## src/rtl/float_mult_seq_pkg.sv

```systemverilog
// float_mult_seq_pkg: shared defaults, FSM/special-case encodings and operand classification
package float_mult_seq_pkg;
    localparam int EXP_W_D = 8;
    localparam int MAN_W_D = 23;
    typedef enum logic [1:0] {IDLE, MULT, NORM, ROUND} state_t;
    typedef enum logic [1:0] {SP_NONE, SP_NAN, SP_INF, SP_ZERO} special_t;
    function automatic special_t classify(input logic za, ia, na, zb, ib, nb);
        return (na || nb || (ia && zb) || (ib && za)) ? SP_NAN :
               (ia || ib) ? SP_INF : (za || zb) ? SP_ZERO : SP_NONE;
    endfunction
endpackage

```

## src/rtl/float_mult_seq_mult.sv

```systemverilog
// seq_mant_mult: shift-add significand multiplier, one multiplier bit per clock
module seq_mant_mult #(parameter int N = 24) (
    input  logic           clock,
    input  logic           reset,
    input  logic           load,
    input  logic [N-1:0]   mcand,
    input  logic [N-1:0]   mplier,
    output logic           busy,
    output logic           last,
    output logic [2*N-1:0] product
);
    localparam int CW = $clog2(N);
    logic [2*N-1:0] mc;
    logic [N-1:0]   mp;
    logic [CW-1:0]  cnt;
    assign last = cnt == CW'(N-1);
    always_ff @(posedge clock or posedge reset)
        if (reset) begin
            product <= '0;
            mc      <= '0;
            mp      <= '0;
            cnt     <= '0;
            busy    <= 1'b0;
        end else if (load) begin
            product <= '0;
            mc      <= {{N{1'b0}}, mcand};
            mp      <= mplier;
            cnt     <= '0;
            busy    <= 1'b1;
        end else if (busy) begin
            product <= product + (mp[0] ? mc : '0);
            mc      <= mc << 1;
            mp      <= mp >> 1;
            cnt     <= cnt + 1'b1;
            busy    <= !last;
        end
endmodule

```

## src/rtl/float_mult_seq.sv

```systemverilog
// float_mult_seq: sequential FP multiplier with RNE rounding, special cases and fixed latency
module float_mult_seq import float_mult_seq_pkg::*; #(
    parameter int EXP_W = EXP_W_D,
    parameter int MAN_W = MAN_W_D
) (
    input  logic                   clock,
    input  logic                   reset,
    input  logic                   start,
    input  logic [EXP_W+MAN_W:0]   a,
    input  logic [EXP_W+MAN_W:0]   b,
    output logic                   busy,
    output logic                   done,
    output logic [EXP_W+MAN_W:0]   result,
    output logic                   overflow,
    output logic                   underflow
);
    localparam int N  = MAN_W + 1;
    localparam int EW = EXP_W + 2;
    localparam logic signed [EW-1:0] BIAS = EW'(2**(EXP_W-1) - 1);
    localparam logic signed [EW-1:0] EMAX = EW'(2**EXP_W - 1);
    state_t                  state;
    special_t                kind;
    logic                    sgn, guard, sticky;
    logic signed [EW-1:0]    exp_r, er;
    logic [MAN_W-1:0]        frac, fa, fb, frac_n;
    logic [EXP_W-1:0]        ea, eb;
    logic [2*N-1:0]          prod;
    logic                    mult_busy, mult_last, guard_n, sticky_n, ovf, unf;
    logic [MAN_W:0]          fr;
    logic [EXP_W+MAN_W:0]    nan_v, inf_v, zero_v, res_n;
    assign {ea, fa} = a[EXP_W+MAN_W-1:0];
    assign {eb, fb} = b[EXP_W+MAN_W-1:0];
    seq_mant_mult #(.N(N)) u_mult (
        .clock(clock), .reset(reset), .load(state == IDLE && start),
        .mcand({1'b1, fa}), .mplier({1'b1, fb}),
        .busy(mult_busy), .last(mult_last), .product(prod)
    );
    // a set product MSB means the significand is in [2,4): take fields one bit higher
    assign frac_n   = prod[2*N-1] ? prod[2*MAN_W:MAN_W+1] : prod[2*MAN_W-1:MAN_W];
    assign guard_n  = prod[2*N-1] ? prod[MAN_W] : prod[MAN_W-1];
    assign sticky_n = |prod[MAN_W-2:0] | (prod[2*N-1] & prod[MAN_W-1]);
    assign fr     = {1'b0, frac} + (MAN_W+1)'(guard & (sticky | frac[0]));
    assign er     = exp_r + EW'(fr[MAN_W]);
    assign ovf    = er >= EMAX;
    assign unf    = er <= 0;
    assign nan_v  = {1'b0, {EXP_W{1'b1}}, 1'b1, {(MAN_W-1){1'b0}}};
    assign inf_v  = {sgn, {EXP_W{1'b1}}, {MAN_W{1'b0}}};
    assign zero_v = {sgn, {(EXP_W+MAN_W){1'b0}}};
    assign res_n  = kind == SP_NAN ? nan_v : kind == SP_INF ? inf_v : kind == SP_ZERO ? zero_v :
                    ovf ? inf_v : unf ? zero_v : {sgn, er[EXP_W-1:0], fr[MAN_W-1:0]};
    always_ff @(posedge clock or posedge reset)
        if (reset) begin
            state     <= IDLE;
            kind      <= SP_NONE;
            busy      <= 1'b0;
            done      <= 1'b0;
            result    <= '0;
            overflow  <= 1'b0;
            underflow <= 1'b0;
            sgn       <= 1'b0;
            exp_r     <= '0;
            frac      <= '0;
            guard     <= 1'b0;
            sticky    <= 1'b0;
        end else begin
            done <= 1'b0;
            case (state)
                IDLE: if (start) begin
                    state     <= MULT;
                    busy      <= 1'b1;
                    overflow  <= 1'b0;
                    underflow <= 1'b0;
                    sgn       <= a[EXP_W+MAN_W] ^ b[EXP_W+MAN_W];
                    exp_r     <= EW'(ea) + EW'(eb) - BIAS;
                    kind      <= classify(ea == '0, &ea && fa == '0, &ea && |fa,
                                          eb == '0, &eb && fb == '0, &eb && |fb);
                end
                MULT: if (mult_busy && mult_last) state <= NORM;
                NORM: begin
                    state  <= ROUND;
                    exp_r  <= exp_r + EW'(prod[2*N-1]);
                    frac   <= frac_n;
                    guard  <= guard_n;
                    sticky <= sticky_n;
                end
                ROUND: begin
                    state     <= IDLE;
                    busy      <= 1'b0;
                    done      <= 1'b1;
                    result    <= res_n;
                    overflow  <= kind == SP_NONE && ovf;
                    underflow <= kind == SP_NONE && !ovf && unf;
                end
            endcase
        end
endmodule
```

## config.mk

```make
export PLATFORM = sky130hd
export DESIGN_NAME = float_mult_seq
export DESIGN_NICKNAME = d
export VERILOG_FILES = /design/src/rtl/float_mult_seq_pkg.sv /design/src/rtl/float_mult_seq_mult.sv /design/src/rtl/float_mult_seq.sv
export SDC_FILE = /design/constraint.sdc
export NUM_CORES = 1
export LEC_CHECK = 0
export BUFFER_PORTS_ARGS = -buffer_cell sky130_fd_sc_hd__buf_4
export CAP_MARGIN = 20
export CORE_MARGIN = 1
export CORE_UTILIZATION = 40
export CTS_BUF_LIST = sky130_fd_sc_hd__clkbuf_16
export CTS_CLUSTER_SIZE = 30
export DETAILED_ROUTE_END_ITERATION = 12
export PLACE_DENSITY = 0.54
export RECOVER_POWER = 100
export SYNTH_ARGS = -nofsm -noshare
export SYNTH_HDL_FRONTEND = slang
export SYNTH_SLANG_ARGS = --single-unit
```

## constraint.sdc

```tcl
create_clock -name clock -period 17.3 [get_ports clock]
set_input_delay 1.73 -clock clock [delete_from_list [all_inputs] [get_ports clock]]
set_output_delay 1.73 -clock clock [all_outputs]
set_load 0.03 [all_outputs]
```

# Word-level counts from Yosys, hierarchy flattened
# Cells that the tools add are included.
# word_totals
reg_bits,202
inputBits,67
output_inout_bits,36
wordCells,108
# op_classes
n_addsub,7
n_lt_le_gt_ge,2
eq_ne,9
n_mux,32
n_bitwise,5
reduce_logical,36
# op_table
cell,count
$mux 48,5
$mux 31,4
$add 48x48->48,1
$mux 24,2
$logic_not 23->1,2
$reduce_or 23->1,2
$mux 32,1
$add 23x1->24,1
$mux 23,1
$reduce_or 22->1,1
$add 10x1->10,2
$pmux 10 s2,1
$logic_not 8->1,2
$reduce_and 8->1,2
$logic_and 1x1->1,11
$ge 10x9->1 const B,1
$le 10x1->1 const B,1
$mux 10,1
$mux 2,5
$mux 5,2
$sub 9x7->10 const B,1
$add 8x8->9,1
$eq 2x2->1 const B,4
$pmux 2 s4,1
other kinds (14),36

# Longest topological paths before layout
# logic_depth
depth_word,10
ltp_mapped,16
ltp_nobuf,16

# Hierarchy
# Synthesis repeated with hierarchy kept, for this count alone.
# hier_totals
cells_unflattened,1430
area_unflattened_um2,13117.6
# modules_own_cells
mod,instances,cells_each,area_each_um2
seq_mant_mult,1,907,8182.8
float_mult_seq,1,523,4934.7

# Worst setup path before layout
# OpenSTA, ideal clock, no wires.
# synth_timing
kind,input -> register
startpoint,input a[25]
endpoint,register exp_r[8]
setup_ps,128
arrival_time_ps,3408
setup_slack_ps,13765
cell_stages,10
n_path_buf,0
path_cell_list,ha_1 ha_1 a21o_1 a21oi_1 o21bai_1 a21oi_1 o21bai_1 a21oi_1 xor2_1 a21oi_1
# synth_via
elab_chain_len,4
# synth_lines
element,line_no,source
from (decl),float_mult_seq.sv:9,"input logic [EXP_W+MAN_W:0] a,"
$add 8x8->9,float_mult_seq.sv:74,exp_r <= EW'(ea) + EW'(eb) - BIAS;
$sub 9x7->10,float_mult_seq.sv:74,
$mux 10,float_mult_seq.sv:68,IDLE: if (start) begin
$pmux 10 s2,float_mult_seq.sv:67,case (state)
to (signal assigned),float_mult_seq.sv:74,
to (signal assigned),float_mult_seq.sv:81,exp_r <= exp_r + EW'(prod[2*N-1]);
to (decl),float_mult_seq.sv:24,"logic signed [EW-1:0] exp_r, er;"
# Every way passes these cells. The select of a mux whose other input is x is not followed.
# A chain may end at the register's enable or synchronous reset.

# Final worst setup path
# layout_timing
startpoint,input start
endpoint,register u_mult.product[37]
# layout_via
elab_chain_len,2
elab_cells_between_ends,3
# layout_lines
element,line_no,source
from (decl),float_mult_seq.sv:8,"input logic start,"
$logic_and 1x1->1 *,float_mult_seq.sv:34,".clock(clock), .reset(reset), .load(state == IDLE && start),"
$mux 48 / $reduce_bool 2->1 (equally long branches),--,
to (signal assigned),float_mult_seq_mult.sv:31,product <= product + (mp[0] ? mc : '0);
to (decl),float_mult_seq_mult.sv:10,output logic [2*N-1:0] product
# Every way passes the cells marked *; elsewhere a longest branch is shown, timed or not.

==> impl_metrics.ini <==
[cts]
cts_setup_buffers = 0
postCtsHoldBufs = 0
cts_root_buf = clkbuf_16
clk_pin_slew_ns = 0.06
clk_latency_ns = 0.54
clock_sinks = 202
htreeDepth = 1
clockBufferDepth = 3
cts_tree = done
ctsResizeCount = 0
cts_buffers = 25

[timing]
drv_slew = 476
setup_ws_ns = 9.493
final_hold_viol_count = 0
fin_crit_sh = 0.4513
grt_setup_unrepaired = no
tns_ns = 0
relSlewSlack = -2.101
holdWs_ns = 0.4802
setup_viol = 0
period_minus_slack_ns = 7.807
fmax_mhz = 128.1
skew_ns = 0.02383
worst_pin_slew_ns = 4.652

[synth]
synth_top_area_cell = dfrtp_1
synth.distinct_cells = 66
synth-seq-area-share = 0.3885
netlist_area_um2 = 13010
synthFlopType = dfrtp_1
synth_top_area_frac = 0.3885
synthArstFlopShare = 1.000
ys_warn_count = 0
synthCells = 1483
synth_edf_count = 0
ys_ff_latch = 202
yosys-top-cells-area = dfrtp_1 (39%), mux2i_1 (9.0%), ha_1 (7.0%)
avgSynthCellArea_um2 = 8.773
syn-num-nets = 1625

[global_route]
antenna_found_initial = 0
top_usage_layer = met2
grt_pass1_vias = 10420
grt_overflow = 0
grt_util_met2 = 0.3125
gr-usage-all-layers = 0.1978
grtUsageMet3 = 0.02295
grtUsageMet1 = 0.2869
grt_max_degree = 92
grt_pass1_wl_um = 53900

[placement]
place_congestion = 0.8786
pre_cts_ws_ns = 13.01
post-dp-hpwl_um = 23110
portBuffers = 102

[worst_setup_path]
crit_chain = clkbuf_1, and2_0, clkbuf_1, nor2_1, a32o_1
reg2reg_depth = 6
end_kind = flop
cp_top_family = simple AND/OR/NAND/NOR gates
critPathRequiredTime_ns = 17.72
worstPathMaxFanout = 91
path_buf_inv = 2
path_class = in2reg
cpMaxStageDelayCell = and2_0
crit_cells = 5
crit_path_start_kind = primary input
worst_path_most_repeated_cell = clkbuf_1
slowest_delay_ns = 3.36
critPathArrivalTime_ns = 8.22
rrSetupSlack_ns = 9.91

[outcome]
violations = capacitance limit, slew limit
status = complete, but fails checks

[cells_and_area]
syn2layout_area_growth_pct = 13.52
mostFrequentLayoutCells = dfrtp_1 (201), nor2_1 (151), nand2_1 (123)
final_common_cell = dfrtp_1
n_fill_cell = 3188
nNetsFinal = 1682
multiInputGateArea_um2 = 7361
drive_above_1_share = 0.07697
antenna_cells = 0
fin_util = 0.4645
ff_latch_area_um2 = 5059

[die]
die_y_um = 182.3
die_w_um = 182.3
core_um2 = 31800
dieArea_um2 = 33250
initial_core_util = 0.4091
io_pins = 103
rows = 65

[route]
drc = 0
antenna_left = 0
wl_per_cell_um = 16.21
routed_wl_um = 32330
drtIter0Drc = 579
viasPerCell = 5.300
vias = 10570
drtPass1Iterations = 5

[power]
p_per_area_nw_per_um2 = 181.8
leakagePower_nw = 6.992
vdd_ir_drop_max_uv = 85.81
p_total_w = 0.002685

[worst_hold_path]
holdPathStages = 2
hold_class = reg2reg

[run]
drv_cap = 7
## layer usage
metal | up-vias | routed length [um]
met2 | 187 | 14110
met4 | 0 | 716
li1 | 5394 | -
met3 | 42 | 1154
met1 | 4946 | 16350
met5 | - | 0
## layout make-up
type,count,share of cell area
repair buffers,113,0.04600
multi-input cells,1128,0.4984
inverters,70,0.01788
well taps,435,0.03685
flip-flops and latches,202,0.3425
clock inverters,21,0.01601
clock buffers,25,0.04236
## flip-flops by register name, summed over array words and instances, names as in the netlist
name	count
kind	2
done	1
underflow	1
state	2
u_mult.mp	24
guard	1
overflow	1
sticky	1
exp_r	10
sgn	1
frac	23
u_mult.cnt	5
u_mult.product	48
result	32
u_mult.mc	48
busy	1
u_mult.busy	1
## power breakdown
group	total [W]	internal [W]	switching, W
clock	0.000550	0.000338	0.000212
sequential	0.000905	0.000691	0.000214
combinational	0.00123	0.000495	0.000735
## synthesized netlist by cell type, types with 16 or more instances
cell / instances
nand3_1: 42
mux2i_1: 117
nor2_1: 151
nand4_1: 36
dfrtp_1: 202
o22ai_1: 38
ha_1: 73
a21o_1: 17
inv_1: 69
a21oi_1: 117
xnor2_1: 50
xor2_1: 26
buf_1: 16
and2_1: 50
clkbuf_1: 61
and3_1: 20
o21ai_0: 98
nand2_1: 123
## stage by stage
step	area [um2]	std cells
after floorplan	13010	1483
after global placement	14090	1948
after detailed placement	14090	1948
after CTS	14960	1994
after global routing	14770	1994
final	14770	1994
## worst min-delay path, stage by stage (launching register included)
cell	delay, ns
dfrtp_1	0.34
nand2_1	0.05
o31ai_1	0.05
## logic make-up (layout without fill, tap and decap cells)
kind of cell | after synthesis | in the layout | synth area share
simple gates | 488 | 488 | 0.1786
buf+inv | 153 | 229 | 0.04520
fa+ha+maj | 75 | 75 | 0.07328
flops | 202 | 202 | 0.3885
xor+xnor | 76 | 76 | 0.05116
compound gates | 369 | 369 | 0.1706
mux | 120 | 120 | 0.09261
## final timing paths
path / end / from
setup / recovery: u_mult.product[37] / start
hold / removal: underflow / underflow
setup reg to reg: u_mult.product[37] / state[1]
hold reg to reg: underflow / underflow
max in group asynchronous: u_mult.busy / reset
min in group asynchronous: u_mult.mc[2] / reset
(Power assumes the default switching activity.)
